## src/rtl/commit_trace_sink.sv

```systemverilog
// Commit-bus trace sink: buffers in-order retirements in a FIFO, counts commits, checks ROB tag order.
// Optional COMMIT_TRACE_WRONLY_EN: only register-writing commits are pushed into the trace FIFO.
module commit_trace_sink #(
    parameter int WIDTH = 31,
    parameter int REG   = 4,
    parameter int ROB   = 2,
    parameter int PTR   = 2
) (
    input  logic             clk,
    input  logic             reset,
    input  logic             validCommit,
    input  logic             rgWr,
    input  logic [REG:0]     regDest,
    input  logic [WIDTH:0]   result,
    input  logic [ROB:0]     robCommit,
    input  logic             traceReady,
    output logic             traceValid,
    output logic             traceWr,
    output logic [REG:0]     traceReg,
    output logic [WIDTH:0]   traceData,
    output logic [ROB:0]     traceRob,
    output logic [31:0]      commitCount,
    output logic             fifoFull,
    output logic             fifoEmpty,
    output logic             overflow,
    output logic             orderError
);

    localparam int DEPTH = 2 ** (PTR + 1);
    localparam int EW    = 1 + (REG + 1) + (WIDTH + 1) + (ROB + 1);

    typedef enum logic [1:0] {
        SYNC  = 2'd0,
        TRACK = 2'd1,
        HALT  = 2'd2
    } state_t;

    state_t          state;
    logic [ROB:0]    exp_tag;
    logic [PTR+1:0]  wr_ptr;
    logic [PTR+1:0]  rd_ptr;
    logic [EW-1:0]   mem [DEPTH];
    logic [EW-1:0]   head;

    logic accept;
    logic push_req;
    logic push;
    logic pop;

    always_comb begin
        accept = 1'b0;
        if (validCommit) begin
            case (state)
                SYNC:    accept = 1'b1;
                TRACK:   accept = (robCommit == exp_tag);
                default: accept = 1'b0;
            endcase
        end
    end

`ifdef COMMIT_TRACE_WRONLY_EN
    assign push_req = accept && rgWr;
`else
    assign push_req = accept;
`endif

    // Wrap bit differs and index matches -> every slot holds an entry.
    assign fifoEmpty  = (wr_ptr == rd_ptr);
    assign fifoFull   = (wr_ptr[PTR+1] != rd_ptr[PTR+1]) && (wr_ptr[PTR:0] == rd_ptr[PTR:0]);
    assign traceValid = !fifoEmpty;
    assign pop        = traceValid && traceReady;
    assign push       = push_req && (!fifoFull || pop);

    assign head = mem[rd_ptr[PTR:0]];
    assign {traceWr, traceReg, traceData, traceRob} = head;

    always_ff @(posedge clk or posedge reset) begin
        if (reset) begin
            state       <= SYNC;
            exp_tag     <= '0;
            orderError  <= 1'b0;
            commitCount <= '0;
        end else begin
            if (validCommit)
                commitCount <= commitCount + 32'd1;
            case (state)
                SYNC: begin
                    if (validCommit) begin
                        exp_tag <= robCommit + 1'b1;
                        state   <= TRACK;
                    end
                end
                TRACK: begin
                    if (validCommit) begin
                        // Tag still advances when the push is dropped for lack of space.
                        if (robCommit == exp_tag) begin
                            exp_tag <= exp_tag + 1'b1;
                        end else begin
                            orderError <= 1'b1;
                            state      <= HALT;
                        end
                    end
                end
                default: state <= HALT;
            endcase
        end
    end

    always_ff @(posedge clk or posedge reset) begin
        if (reset) begin
            wr_ptr   <= '0;
            rd_ptr   <= '0;
            overflow <= 1'b0;
            for (int i = 0; i < DEPTH; i++)
                mem[i] <= '0;
        end else begin
            if (push) begin
                mem[wr_ptr[PTR:0]] <= {rgWr, regDest, result, robCommit};
                wr_ptr             <= wr_ptr + 1'b1;
            end
            if (pop)
                rd_ptr <= rd_ptr + 1'b1;
            if (push_req && !push)
                overflow <= 1'b1;
        end
    end

endmodule
```

## config.mk

```make
export PLATFORM = sky130hd
export DESIGN_NAME = commit_trace_sink
export DESIGN_NICKNAME = d
export VERILOG_FILES = /design/src/rtl/commit_trace_sink.sv
export SDC_FILE = /design/constraint.sdc
export NUM_CORES = 1
export LEC_CHECK = 0
export ABC_CLOCK_PERIOD_IN_PS = 21400
export CORE_MARGIN = 1.5
export CORE_UTILIZATION = 64
export DETAILED_ROUTE_END_ITERATION = 8
export GPL_ROUTABILITY_DRIVEN = 0
export PLACE_DENSITY_LB_ADDON = 0.08
export SETUP_SLACK_MARGIN = 0.05
export SLEW_MARGIN = 40
export SYNTH_ARGS = -nofsm -noshare
export SYNTH_HDL_FRONTEND = slang
export SYNTH_SLANG_ARGS = --single-unit
```

## constraint.sdc

```tcl
create_clock -name clk -period 21.4 [get_ports clk]
set_input_delay 4.28 -clock clk [delete_from_list [all_inputs] [get_ports clk]]
set_output_delay 4.28 -clock clk [all_outputs]
set_load 0.02 [all_outputs]
```

==> results of run 1 <==
==> critical path, cell delays in order, from the launching register on <==
cell and delay (ns):
dfrtp_4 0.75, buf_4 0.65, mux4_2 0.59, mux2_2 0.31, clkdlybuf4s50_1 0.55
==> cell usage after synthesis, types with 12 or more instances <==
library cell,number
buf_2,18
buf_4,20
clkbuf_1,12
dfrtp_1,375
mux2_1,171
mux2_2,164
mux2_4,40
mux4_2,82
nand2_1,14
nand3_1,12
nand4_1,14
xnor2_1,30
xor2_1,15
==> per-stage QoR <==
stage | cell area (µm²) | hold slack [ns] | util | setup WS, ns
finish | 19900 | 0.476 | 0.763 | 13.72
global route | 19900 | 0.489 | 0.763 | 13.52
CTS | 19900 | 0.478 | 0.763 | 13.63
detailed placement | 18700 | 0.462 | 0.715 | 14.13
global placement | 18500 | 0.454 | 0.710 | 13.78
floorplan | 17100 | 0.459 | - | 6.70
==> flip-flops by register name (all words and copies together) (netlist names) <==
register     flops
orderError       1
rd_ptr           4
overflow         1
exp_tag          3
wr_ptr           4
state            2
mem            328
commitCount     32
==> area by class of cell <==
cell class,instances,area [µm²],share of cell area
Multi-Input combinational cell,600,7360,0.369
Clock buffer,54,1110,0.0559
Inverter,9,46.3,0.00232
Timing Repair Buffer,143,1480,0.0742
Tap cell,335,419,0.0210
Sequential cell,375,9390,0.471
Clock inverter,10,134,0.00671
==> metal layers <==
| metal | up-vias | global-route usage |
|---|---|---|
| met3 | 45 | 0.0366 |
| met5 | - | 0 |
| li1 | 4146 | - |
| met1 | 5023 | 0.379 |
| met4 | 2 | 0.0597 |
| met2 | 184 | 0.419 |
==> cells by family (layout without fill, tap and decap cells) <==
family | count (synthesis) | count (layout) | synth area share
multiplexers | 458 | 458 | 0.364
flip-flops | 375 | 375 | 0.548
AND/OR/NAND/NOR | 74 | 74 | 0.0227
buffers and inverters | 73 | 216 | 0.0244
XOR/XNOR | 45 | 45 | 0.0230
AO/OA/AOI/OAI | 19 | 19 | 0.0143
adder cells (fa/ha/maj) | 4 | 4 | 0.00293
==> path summary, 6_finish.rpt <==
kind | endpoint | slack, ns | from | cells after the start
max in group asynchronous | rd_ptr[0] | 15.72 | reset | 4
setup / recovery | traceData[8] | 13.72 | rd_ptr[0] | 4
min in group asynchronous | commitCount[31] | 4.34 | reset | 2
hold / removal | orderError | 0.48 | orderError | 1
setup reg to reg | mem[31] | 17.88 | rd_ptr[1] | 6
hold reg to reg | orderError | 0.48 | orderError | 1
==> power groups by stage <==
stage	combinational [W]	clock, W	sequential, W
floorplan	0.000815	0	0.00113
global placement	0.00105	0	0.00120
detailed placement	0.00110	0	0.00120
CTS	0.00111	0.000676	0.00120
global route	0.00117	0.000706	0.00123
finish	0.00109	0.000665	0.00119
==> out/qor.yml, run 1 <==
outcome: "finished with violations"
violations: "DRC"
place_hpwl_mm: 20.6
hold_viol: 0
hold_buffers: 0
drive_gt1_frac: 0.320
syn_nets: 1097
hold_path_class: "flop to flop"
crit_type: "flop to primary output"
switching_share: 0.306
worst-slew-pin-transition_ns: 0.803
ys_async_sr_fraction: 1.00
max_cap_viol_count: 0
pwr-share-seq: 0.404
start_util: 0.655
synth.distinct_cells: 42
numCtsBuffers: 39
grt_pass1_wl_mm: 56.7
slew_headroom: 0.465
synth_top_area_cell: "dfrtp_1"
setup_tns_ns: 0
netlist_area_um2: 17100
first_iter_violations: 521
syn_inst: 1048
period_needed_ns: 7.68
grt_overflow: 0
synth-main-ff-cell: "dfrtp_1"
cts_tree: "done"
drtPass1Iterations: 9
synth.area.top_cells: "dfrtp_1 55%, mux2_1 11%, mux2_2 11%, mux4_2 11%, mux2_4 3.5%"
p_clk_frac: 0.225
peakVddDrop_mv: 0.113
antenna_cells: 0
p_per_area_nw_per_um2: 148
synth_edf_count: 0
row_count: 59
cts_root_buf: "clkbuf_16"
path_clk_slew_ns: 0.06
area_growth_pct: 16.6
drc: 8
cp-end-kind: "primary output"
fill_cells: 1547
htree_levels: 2
cts_resized: 0
setup_viol: 0
avgSynthCellArea_um2: 16.3
required_ns: 17.12
final_nets: 1217
cts_buffer_depth: 3
ys_seq_area_frac: 0.548
num_vias: 9400
grt_pass1_vias: 10100
core_um2: 26100
clkSinkCount: 375
finalMaxSlewViolations: 0
die_w_um: 167
avgRoutedWirePerCell_um: 22.3
p_int_w: 0.00205
cts_setup_buffers: 0
maxUsedRoutingLayer: "met5"
wl_mm: 34.1
ys_seq_elements: 375
p_leak_nw: 9.24
rsz0062_at_grt: "no"
netlist.area_leader.share: 0.548
io_pins: 123
final_common_cell: "dfrtp_1"
wl_met3_mm: 1.57
antenna_found_initial: 1
via_per_inst: 6.16
grt_max_degree: 135
skew_ns: 0.0129
placed_cells: 1462
final_cell_mix: "372 x dfrtp_1, 171 x mux2_1, 164 x mux2_2, 121 x clkdlybuf4s50_1, 82 x mux4_2"
switchingPower_w: 0.000904
fmax_mhz: 130
power_frac_comb: 0.371
wl_met1_mm: 15.3
grt_usage: 0.259
fin_crit_sh: 0.359
wl_met2_mm: 16.7
clk_latency_ns: 0.52
ant_nets: 0
port_buffers: 122
fp.dieH_um: 167
cp.arrival_ns: 3.40
fin_cells: 1526
cp-start-kind: "flop"
worstPathMaxFanout: 34
synth_warnings: 0
die-area_um2: 27700
p_total_w: 0.00295
(Power assumes the default switching activity.)
==> inputs of run 2 (changes only) <==
ABC_CLOCK_PERIOD_IN_PS = 6900   (was 21400)
CORE_UTILIZATION = 53   (was 64)
clock period = 6.9 ns   (was 21.4 ns; I/O delays follow)
==> run 2 against run 1 <==
- non-clock buffer count up 5
- clock skew down 0.00085 ns
- critical path depth up 1
- sequential power rose to 3.1 times the previous value
- critical endpoint is now traceData[23]
- via count down 0.80%
- clock-buffer cell count down 1
- highest routed layer is now met4
- worst setup slack worse by 12 ns
- clock power rose to 3.2 times the previous value
- the flow now finishes without violations
==> out/qor.yml, run 2 (synthesis results as in run 1) <==
outcome: "finished, final reports clean"
antenna_found_initial: 0
p_clk_frac: 0.231
row_count: 65
drtPass1Iterations: 4
ant_nets: 0
cts_resized: 0
rsz0062_at_grt: "no"
hold_buffers: 0
cp-end-kind: "primary output"
hold_path_class: "flop to flop"
worst-slew-pin-transition_ns: 0.815
numCtsBuffers: 40
finalMaxSlewViolations: 0
clk_latency_ns: 0.52
r2r_setup_slack_ns: 3.58
cts_tree: "done"
period_needed_ns: 4.88
switchingPower_w: 0.00281
pwr-share-seq: 0.400
p_per_area_nw_per_um2: 457
whs_path_depth: 1
setup_viol: 0
grt_pass1_vias: 10100
path_clk_slew_ns: 0.06
port_buffers: 122
p_leak_nw: 9.31
cts_buffer_depth: 3
r2r_end: "mem[183]"
die_w_um: 183
final.setup.worst_slack_ns: 2.02
grt_max_degree: 91
max_stage_delay_ns: 0.72
avgRoutedWirePerCell_um: 21.7
grt_usage: 0.220
cp.arrival_ns: 3.50
p_int_w: 0.00639
rr_worst_depth: 7
switching_share: 0.305
cp_top_family: "buffers and inverters"
start_util: 0.541
hold_viol: 0
grt_pass1_wl_mm: 57.1
antenna_cells: 0
die-area_um2: 33400
post-place-ws_ns: 2.39
crit_slowest_cell: "dfrtp_4"
io_pins: 123
hold_path.startpoint: "commitCount[31]"
crit_buf_inv: 3
slew_headroom: 0.456
cts_root_buf: "clkbuf_16"
clkSinkCount: 375
first_iter_violations: 438
grt_overflow: 0
place_hpwl_mm: 20.6
path_cells: "buf_12 -> buf_4 -> mux4_2 -> mux2_2 -> clkdlybuf4s50_1"
fp.dieH_um: 183
core_um2: 31600
required_ns: 5.52
final_common_cell: "dfrtp_1"
htree_levels: 2
fin_crit_sh: 0.707
power_frac_comb: 0.368
cts_setup_buffers: 0
num_vias: 9325
whs_endpoint: "commitCount[31]"
reg2reg_from: "rd_ptr[0]"
final_nets: 1223
setup_tns_ns: 0
area_growth_pct: 17.5
top_register: "mem"
crit_type: "flop to primary output"
fmax_mhz: 205
peakVddDrop_mv: 0.230
final_util: 0.636
reg_top3: "mem (328), commitCount (32)"
max_cap_viol_count: 0
final_cell_mix: "372 x dfrtp_1, 171 x mux2_1, 164 x mux2_2, 121 x clkdlybuf4s50_1, 82 x mux4_2"
worstPathMaxFanout: 30
largest_reg_flops: 328
via_per_inst: 5.81
drc: 0
cp-start-kind: "flop"
wl_mm: 34.8
drive_gt1_frac: 0.330
skew_ns: 0.0121
-- run 2: layout make-up --
class / instances / area (µm²)
Fill cell: 2373 / 11500
Inverter: 9 / 37.5
Clock inverter: 19 / 178
Timing Repair Buffer: 148 / 1500
Tap cell: 402 / 503
Multi-Input combinational cell: 600 / 7360
Sequential cell: 375 / 9390
Clock buffer: 53 / 1130
-- run 2: worst max path at each step --
stage                      start             end  slack [ns]  cells after the start
floorplan                  reset  commitCount[0]        0.48                      1
detailed placement   validCommit        mem[297]        2.39                      6
CTS                    rd_ptr[1]     traceReg[4]        1.96                      5
global placement    robCommit[2]        mem[131]        2.39                      6
global route           rd_ptr[1]   traceData[23]        1.88                      5
finish                 rd_ptr[1]   traceData[23]        2.02                      5
-- run 2: power groups by stage --
stage               clock, W  combinational, W  sequential, W
floorplan                  0           0.00253        0.00349
global placement           0           0.00330        0.00372
detailed placement         0           0.00343        0.00371
CTS                  0.00219           0.00345        0.00369
global route         0.00228           0.00364        0.00380
finish               0.00213           0.00339        0.00368
-- run 2: routing by layer --
layer  routed length [µm]  GRT usage  up-vias
li1                     -          -     4165
met1                16400      0.316     4981
met2                16700      0.356      123
met3                 1070     0.0311       56
met4                  647     0.0529        0
met5                    0          0        -
-- run 2: metrics by stage --
step                area (µm²)  total power, W  hold WS, ns  std cells
finish                   20100         0.00919        0.473       1606
global route             20100         0.00973        0.494       1606
CTS                      20100         0.00932        0.474       1606
detailed placement       18800         0.00714        0.462       1534
global placement         18700         0.00702        0.459       1525
floorplan                17100         0.00602        0.459       1048
